File: src/rtl/cache_ctrl_pkg.sv
// Shared state encoding, field geometry and helpers for the cache controller.
package cache_ctrl_pkg;

   localparam int TAG_W      = 5;
   localparam int IDX_W      = 6;
   localparam int WORD_SEL_W = 2;
   localparam int LINE_W     = 64;
   localparam int WORD_W     = 16;
   localparam int CPU_ADDR_W = 16;
   localparam int WAIT_W     = 8;
   localparam int LADDR_W    = TAG_W + IDX_W;
   localparam int WORDS      = LINE_W / WORD_W;

   // The line address {tag,index} sits directly above the word select.
   localparam int LADDR_LSB  = WORD_SEL_W;
   localparam int LADDR_MSB  = WORD_SEL_W + LADDR_W - 1;

   typedef enum logic [1:0] {
      IDLE  = 2'd0,
      WB    = 2'd1,
      FILL  = 2'd2,
      ALLOC = 2'd3
   } state_e;

   function automatic logic [WAIT_W-1:0] wait_step(input logic [WAIT_W-1:0] cnt);
      return (cnt == '1) ? cnt : cnt + 1'b1;
   endfunction

endpackage

File: src/rtl/cache_ctrl_line.sv
// Word select and single-word replace on a cache line; shared by the
// hit-store and allocate write paths.
module line_merge
   import cache_ctrl_pkg::*;
(
   input  logic [LINE_W-1:0]     line_in,
   input  logic [WORD_SEL_W-1:0] word_sel,
   input  logic [WORD_W-1:0]     new_word,
   input  logic                  replace_en,
   output logic [WORD_W-1:0]     word_out,
   output logic [LINE_W-1:0]     line_out
);

   logic [WORD_W-1:0] words [WORDS];

   genvar gi;
   generate
      for (gi = 0; gi < WORDS; gi++) begin : g_word
         assign words[gi] = line_in[gi*WORD_W +: WORD_W];
         assign line_out[gi*WORD_W +: WORD_W] =
            (replace_en && (word_sel == WORD_SEL_W'(gi))) ? new_word : words[gi];
      end
   endgenerate

   assign word_out = words[word_sel];

endmodule

File: src/rtl/cache_ctrl.sv
// Write-back, write-allocate controller for a 64-line direct-mapped cache.
// Optional snoop lookup port compiled in with `define CACHE_SNOOP_EN.
module cache_ctrl
   import cache_ctrl_pkg::*;
#(
   parameter int unsigned MEM_WAIT_MAX = 255
) (
   input  logic                  clk,
   input  logic                  rst_n,
   input  logic                  cpu_re,
   input  logic                  cpu_we,
   input  logic [CPU_ADDR_W-1:0] cpu_addr,
   input  logic [WORD_W-1:0]     cpu_wdata,
   output logic [WORD_W-1:0]     cpu_rdata,
   output logic                  cpu_stall,
   output logic [LADDR_W-1:0]    c_addr,
   output logic [LINE_W-1:0]     c_wr_data,
   output logic                  c_wdirty,
   output logic                  c_we,
   output logic                  c_re,
   input  logic [LINE_W-1:0]     c_rd_data,
   input  logic [TAG_W-1:0]      c_tag_out,
   input  logic                  c_hit,
   input  logic                  c_dirty,
   output logic [LADDR_W-1:0]    m_addr,
   output logic [LINE_W-1:0]     m_wdata,
   output logic                  m_re,
   output logic                  m_we,
   input  logic [LINE_W-1:0]     m_rdata,
   input  logic                  m_rdy,
`ifdef CACHE_SNOOP_EN
   input  logic                  snoop_req,
   input  logic [LADDR_W-1:0]    snoop_addr,
   output logic                  snoop_found,
   output logic                  c_search,
`endif
   output logic                  mem_err
);

   localparam logic [WAIT_W-1:0] WAIT_LIMIT = WAIT_W'(MEM_WAIT_MAX);

   state_e                state_reg, state_next;
   logic [LINE_W-1:0]     victim_line_reg;
   logic [TAG_W-1:0]      victim_tag_reg;
   logic [LINE_W-1:0]     fill_line_reg;
   logic [WAIT_W-1:0]     wait_cnt_reg, wait_cnt_next;
   logic                  mem_err_reg;

   logic                  req;
   logic                  is_store;
   logic                  lookup_miss;
   logic                  mem_wait;
   logic [LADDR_W-1:0]    req_laddr;
   logic [WORD_SEL_W-1:0] word_sel;
   logic [LINE_W-1:0]     merge_src;
   logic [LINE_W-1:0]     merged_line;
   logic [WORD_W-1:0]     sel_word;
   logic                  unused_addr_hi;

   assign req            = cpu_re | cpu_we;
   assign is_store       = cpu_we;
   assign req_laddr      = cpu_addr[LADDR_MSB:LADDR_LSB];
   assign word_sel       = cpu_addr[WORD_SEL_W-1:0];
   assign unused_addr_hi = ^cpu_addr[CPU_ADDR_W-1:LADDR_MSB+1];
   assign lookup_miss    = (state_reg == IDLE) && req && !c_hit;
   assign mem_wait       = (state_reg == WB) || (state_reg == FILL);
   assign mem_err        = mem_err_reg;

   // A hit-store edits the line just read; ALLOC edits the line just filled.
   assign merge_src = (state_reg == ALLOC) ? fill_line_reg : c_rd_data;

   line_merge u_merge (
      .line_in    (merge_src),
      .word_sel   (word_sel),
      .new_word   (cpu_wdata),
      .replace_en (is_store),
      .word_out   (sel_word),
      .line_out   (merged_line)
   );

   always_ff @(posedge clk or negedge rst_n) begin
      if (!rst_n) begin
         state_reg <= IDLE;
      end else begin
         state_reg <= state_next;
      end
   end

   always_comb begin
      state_next = state_reg;
      unique case (state_reg)
         IDLE:    if (lookup_miss) state_next = c_dirty ? WB : FILL;
         WB:      if (m_rdy) state_next = FILL;
         FILL:    if (m_rdy) state_next = ALLOC;
         ALLOC:   state_next = IDLE;
         default: state_next = IDLE;
      endcase
   end

   // Timeout only raises a flag; the FSM keeps waiting for m_rdy.
   always_comb begin
      wait_cnt_next = '0;
      if (mem_wait && !m_rdy) begin
         wait_cnt_next = wait_step(wait_cnt_reg);
      end
   end

   always_ff @(posedge clk or negedge rst_n) begin
      if (!rst_n) begin
         victim_line_reg <= '0;
         victim_tag_reg  <= '0;
         fill_line_reg   <= '0;
         wait_cnt_reg    <= '0;
         mem_err_reg     <= 1'b0;
      end else begin
         if (lookup_miss) begin
            victim_line_reg <= c_rd_data;
            victim_tag_reg  <= c_tag_out;
         end
         if ((state_reg == FILL) && m_rdy) begin
            fill_line_reg <= m_rdata;
         end
         wait_cnt_reg <= wait_cnt_next;
         if (mem_wait && !m_rdy && (wait_cnt_next == WAIT_LIMIT)) begin
            mem_err_reg <= 1'b1;
         end
      end
   end

   // Outputs are held at zero while reset is asserted, even with a live request.
   always_comb begin
      cpu_rdata = '0;
      cpu_stall = 1'b0;
      c_addr    = '0;
      c_wr_data = '0;
      c_wdirty  = 1'b0;
      c_we      = 1'b0;
      c_re      = 1'b0;
      m_addr    = '0;
      m_wdata   = '0;
      m_re      = 1'b0;
      m_we      = 1'b0;
`ifdef CACHE_SNOOP_EN
      c_search    = 1'b0;
      snoop_found = 1'b0;
`endif
      if (rst_n) begin
         unique case (state_reg)
            IDLE: begin
               if (req) begin
                  c_re   = 1'b1;
                  c_addr = req_laddr;
                  if (!c_hit) begin
                     cpu_stall = 1'b1;
                  end else if (is_store) begin
                     c_we      = 1'b1;
                     c_wr_data = merged_line;
                     c_wdirty  = 1'b1;
                  end else begin
                     cpu_rdata = sel_word;
                  end
               end
`ifdef CACHE_SNOOP_EN
               else if (snoop_req) begin
                  c_search    = 1'b1;
                  c_addr      = snoop_addr;
                  snoop_found = c_hit;
               end
`endif
            end
            WB: begin
               cpu_stall = 1'b1;
               m_we      = 1'b1;
               m_addr    = {victim_tag_reg, req_laddr[IDX_W-1:0]};
               m_wdata   = victim_line_reg;
            end
            FILL: begin
               cpu_stall = 1'b1;
               m_re      = 1'b1;
               m_addr    = req_laddr;
            end
            ALLOC: begin
               cpu_stall = 1'b1;
               c_we      = 1'b1;
               c_addr    = req_laddr;
               c_wr_data = merged_line;
               c_wdirty  = is_store;
            end
            default: ;
         endcase
      end
   end

endmodule
File: config.mk
export PLATFORM = sky130hd
export DESIGN_NAME = cache_ctrl
export DESIGN_NICKNAME = d
export VERILOG_FILES = /design/src/rtl/cache_ctrl_pkg.sv /design/src/rtl/cache_ctrl_line.sv /design/src/rtl/cache_ctrl.sv
export SDC_FILE = /design/constraint.sdc
export NUM_CORES = 1
export LEC_CHECK = 0
export BUFFER_PORTS_ARGS = -buffer_cell sky130_fd_sc_hd__buf_4
export CAP_MARGIN = 40
export CORE_AREA = 2 2 141 143
export DETAILED_ROUTE_END_ITERATION = 8
export DIE_AREA = 0 0 143 145
export PLACE_DENSITY = 0.83
export SYNTH_ARGS = -nofsm -noshare
export SYNTH_HDL_FRONTEND = slang
export SYNTH_HIERARCHICAL = 1
export SYNTH_SLANG_ARGS = --single-unit
File: constraint.sdc
create_clock -name clk -period 3.8 [get_ports clk]
set_input_delay 0.76 -clock clk [delete_from_list [all_inputs] [get_ports clk]]
set_output_delay 0.76 -clock clk [all_outputs]
set_load 0.02 [all_outputs]
==> impl_metrics.env <==
export IMPL_outcome="finished clean"
export IMPL_synthesis_nets=907
export IMPL_maxClockFrequency_ghz=0.280
export IMPL_viasPerCell=5.48
export IMPL_die_area_um2=20700
export IMPL_grt_usage=0.292
export IMPL_die_height_um=145
export IMPL_fin_crit_sh=0.939
export IMPL_maxCapViolations=0
export IMPL_required_ns=3.04
export IMPL_hold_violations=0
export IMPL_numCtsBuffers=17
export IMPL_leakagePower_nw=5.92
export IMPL_first_global_vias=7514
export IMPL_worst_path_buf_inv=2
export IMPL_clk_pin_slew_ns=0.07
export IMPL_ant_nets=0
export IMPL_rows=51
export IMPL_drt_iter0_drc=358
export IMPL_synth_cells=729
export IMPL_synth_most_common_cell="mux2_2"
export IMPL_ctsResizeCount=0
export IMPL_cts_sinks=144
export IMPL_rr_startpoint="state_reg[1]"
export IMPL_synth_cell_types=42
export IMPL_reg2regPathDepth=5
export IMPL_grt_max_degree=107
export IMPL_n_fill_cell=1568
export IMPL_peakVddDrop_v=0.000329
export IMPL_netlist_area_um2=8880
export IMPL_setup_viol=0
export IMPL_cpMostUsedCell="buf_4"
export IMPL_cts_root_buf="clkbuf_16"
export IMPL_slew_viol_final=0
export IMPL_layout_min_cycle_time_ns=3.57
export IMPL_worstPathCellList="ha_4 > buf_4 > mux2_2 > mux4_1 > and2_1 > buf_4"
export IMPL_antenna_found_initial=1
export IMPL_worst_path_max_delay_cell="mux4_1"
export IMPL_wl_per_cell_um=23.3
export IMPL_critPathKind="reg -> out"
export IMPL_cts_setup_buffers=0
export IMPL_grt_ovfl_total=0
export IMPL_synth_area_leaders="dfrtp_1 (41%), mux2_2 (32%), and2_1 (7.2%)"
export IMPL_synth_edf_count=0
export IMPL_yosys_area_top_type="dfrtp_1"
export IMPL_hold_path_class="in -> async"
export IMPL_place_hpwl_um=23300
export IMPL_crit_path_start_kind="register"
export IMPL_critPathMaxFanout=19
export IMPL_synthTopCellsByCount="mux2_2 (253), dfrtp_1 (144), and2_1 (102)"
export IMPL_die_x_um=143
export IMPL_cp_end_kind="output pin"
export IMPL_cts_hold_buf=0
export IMPL_tritoncts="built"
export IMPL_routabilityCongestion=0.878
export IMPL_antennaDiodeCount=0
export IMPL_vias=7255
export IMPL_fin_tns_setup_ns=0
export IMPL_core_um2=19200
export IMPL_area_growth_pct=37.6
export IMPL_ios=345
export IMPL_reg2reg_slack_ns=1.60
export IMPL_tightest_slew_ns=0.648
export IMPL_yosysWarningCount=6
export IMPL_port_buffers=341
export IMPL_yosysTopAreaCellShare=0.406
export IMPL_clkLatencyLatePin_ns=0.43
export IMPL_cts_buffer_depth=2
export IMPL_rsz0062_at_grt="no"
export IMPL_drt_first_pass_iters=7
export IMPL_nets=1224
export IMPL_cpPeakStageDelay_ns=0.51
export IMPL_syn_avg_cell_area_um2=12.2
export IMPL_drive_above_1_share=0.633
export IMPL_reg2reg_to="state_reg[1]"
export IMPL_routed_wl_um=30800
export IMPL_powerDensity_nw_per_um2=666
export IMPL_p_total_w=0.00813
export IMPL_drc=0
export IMPL_arrival_ns=2.81
export IMPL_synth_seq_area_share=0.406
export IMPL_cp_top_family="multiplexers"
export IMPL_cts_max_level=4
export IMPL_ys_seq_elements=144
export IMPL_synthFlopType="dfrtp_1"
export IMPL_start_util=0.462
export IMPL_synthArstFlopShare=1.00
export IMPL_slew_headroom=0.568
export IMPL_finClkSkew_ns=0.00903
export IMPL_whs_ns=0.196
export IMPL_grt_pass1_wl_um=45000
==> power by group <==
group / internal (W) / switching [W] / total (W)
Combinational: 0.00200 / 0.00184 / 0.00384
Clock: 0.000875 / 0.000752 / 0.00163
Sequential: 0.00228 / 0.000381 / 0.00266
Total: 0.00516 / 0.00298 / 0.00813
==> worst max-delay path by stage <==
stage / from / to / slack (ns) / cells past startpoint
3_3_place_gp: cpu_addr[1] / c_wr_data[21] / 0.69 / 5
3_5_place_dp: state_reg[1] / cpu_rdata[9] / 0.69 / 6
5_1_grt: state_reg[0] / cpu_rdata[11] / 0.17 / 6
4_1_cts: state_reg[1] / cpu_rdata[9] / 0.24 / 6
2_1_floorplan: state_reg[1] / cpu_rdata[10] / 0.94 / 6
6_report: state_reg[1] / cpu_rdata[11] / 0.23 / 6
==> placed cells by master (no fill, tap or decap), drive strengths merged, types with 2 or more instances in the layout <==
cell,count
buf,355
nand2,7
dfrtp,144
a21oi,5
clkbuf,18
nor2,15
nand3b,2
nor2b,2
clkinv,3
a211oi,2
mux2i,3
nor3,4
inv,11
a22oi,5
nand2b,2
and3,65
o21ai,4
nand3,6
ha,6
mux4,16
nor3b,2
a31oi,4
clkinvlp,4
and2,102
mux2,263
==> per-layer routing <==
layer,routed length [um],vias up,global-route usage,share of wire
met1,11900,3596,0.355,0.39
li1,-,3248,-,-
met5,12,-,0,0.00039
met4,935,2,0.100,0.030
met2,15500,353,0.496,0.50
met3,2470,56,0.0782,0.080
==> per-stage QoR <==
| step | util | instance area (um2) | std cells | setup slack [ns] |
|---|---|---|---|---|
| floorplan | - | 8880 | 729 | 0.939 |
| global placement | 0.606 | 11600 | 1291 | 0.688 |
| detailed placement | 0.607 | 11700 | 1292 | 0.694 |
| CTS | 0.636 | 12200 | 1324 | 0.238 |
| global route | 0.636 | 12200 | 1324 | 0.167 |
| finish | 0.636 | 12200 | 1324 | 0.233 |
==> final cells by class <==
type / instances / area (um2) / area share
Clock buffer: 18 / 439 / 0.0359
Clock inverter: 14 / 121 / 0.00993
Inverter: 4 / 15.0 / 0.00123
Multi-Input combinational cell: 524 / 4990 / 0.408
Sequential cell: 144 / 3600 / 0.295
Tap cell: 265 / 332 / 0.0271
Timing Repair Buffer: 355 / 2720 / 0.222
==> cells by family (layout without fill, tap and decap cells) <==
group           count (synthesis)  after routing  synth area share
compound gates                 22             22            0.0158
xor+xnor                        1              1          0.000987
fa+ha+maj                       6              6           0.00846
buf+inv                        61            391            0.0354
flops                         144            144             0.406
mux                           282            282             0.384
simple gates                  213            213             0.149
(Power assumes the default switching activity.)
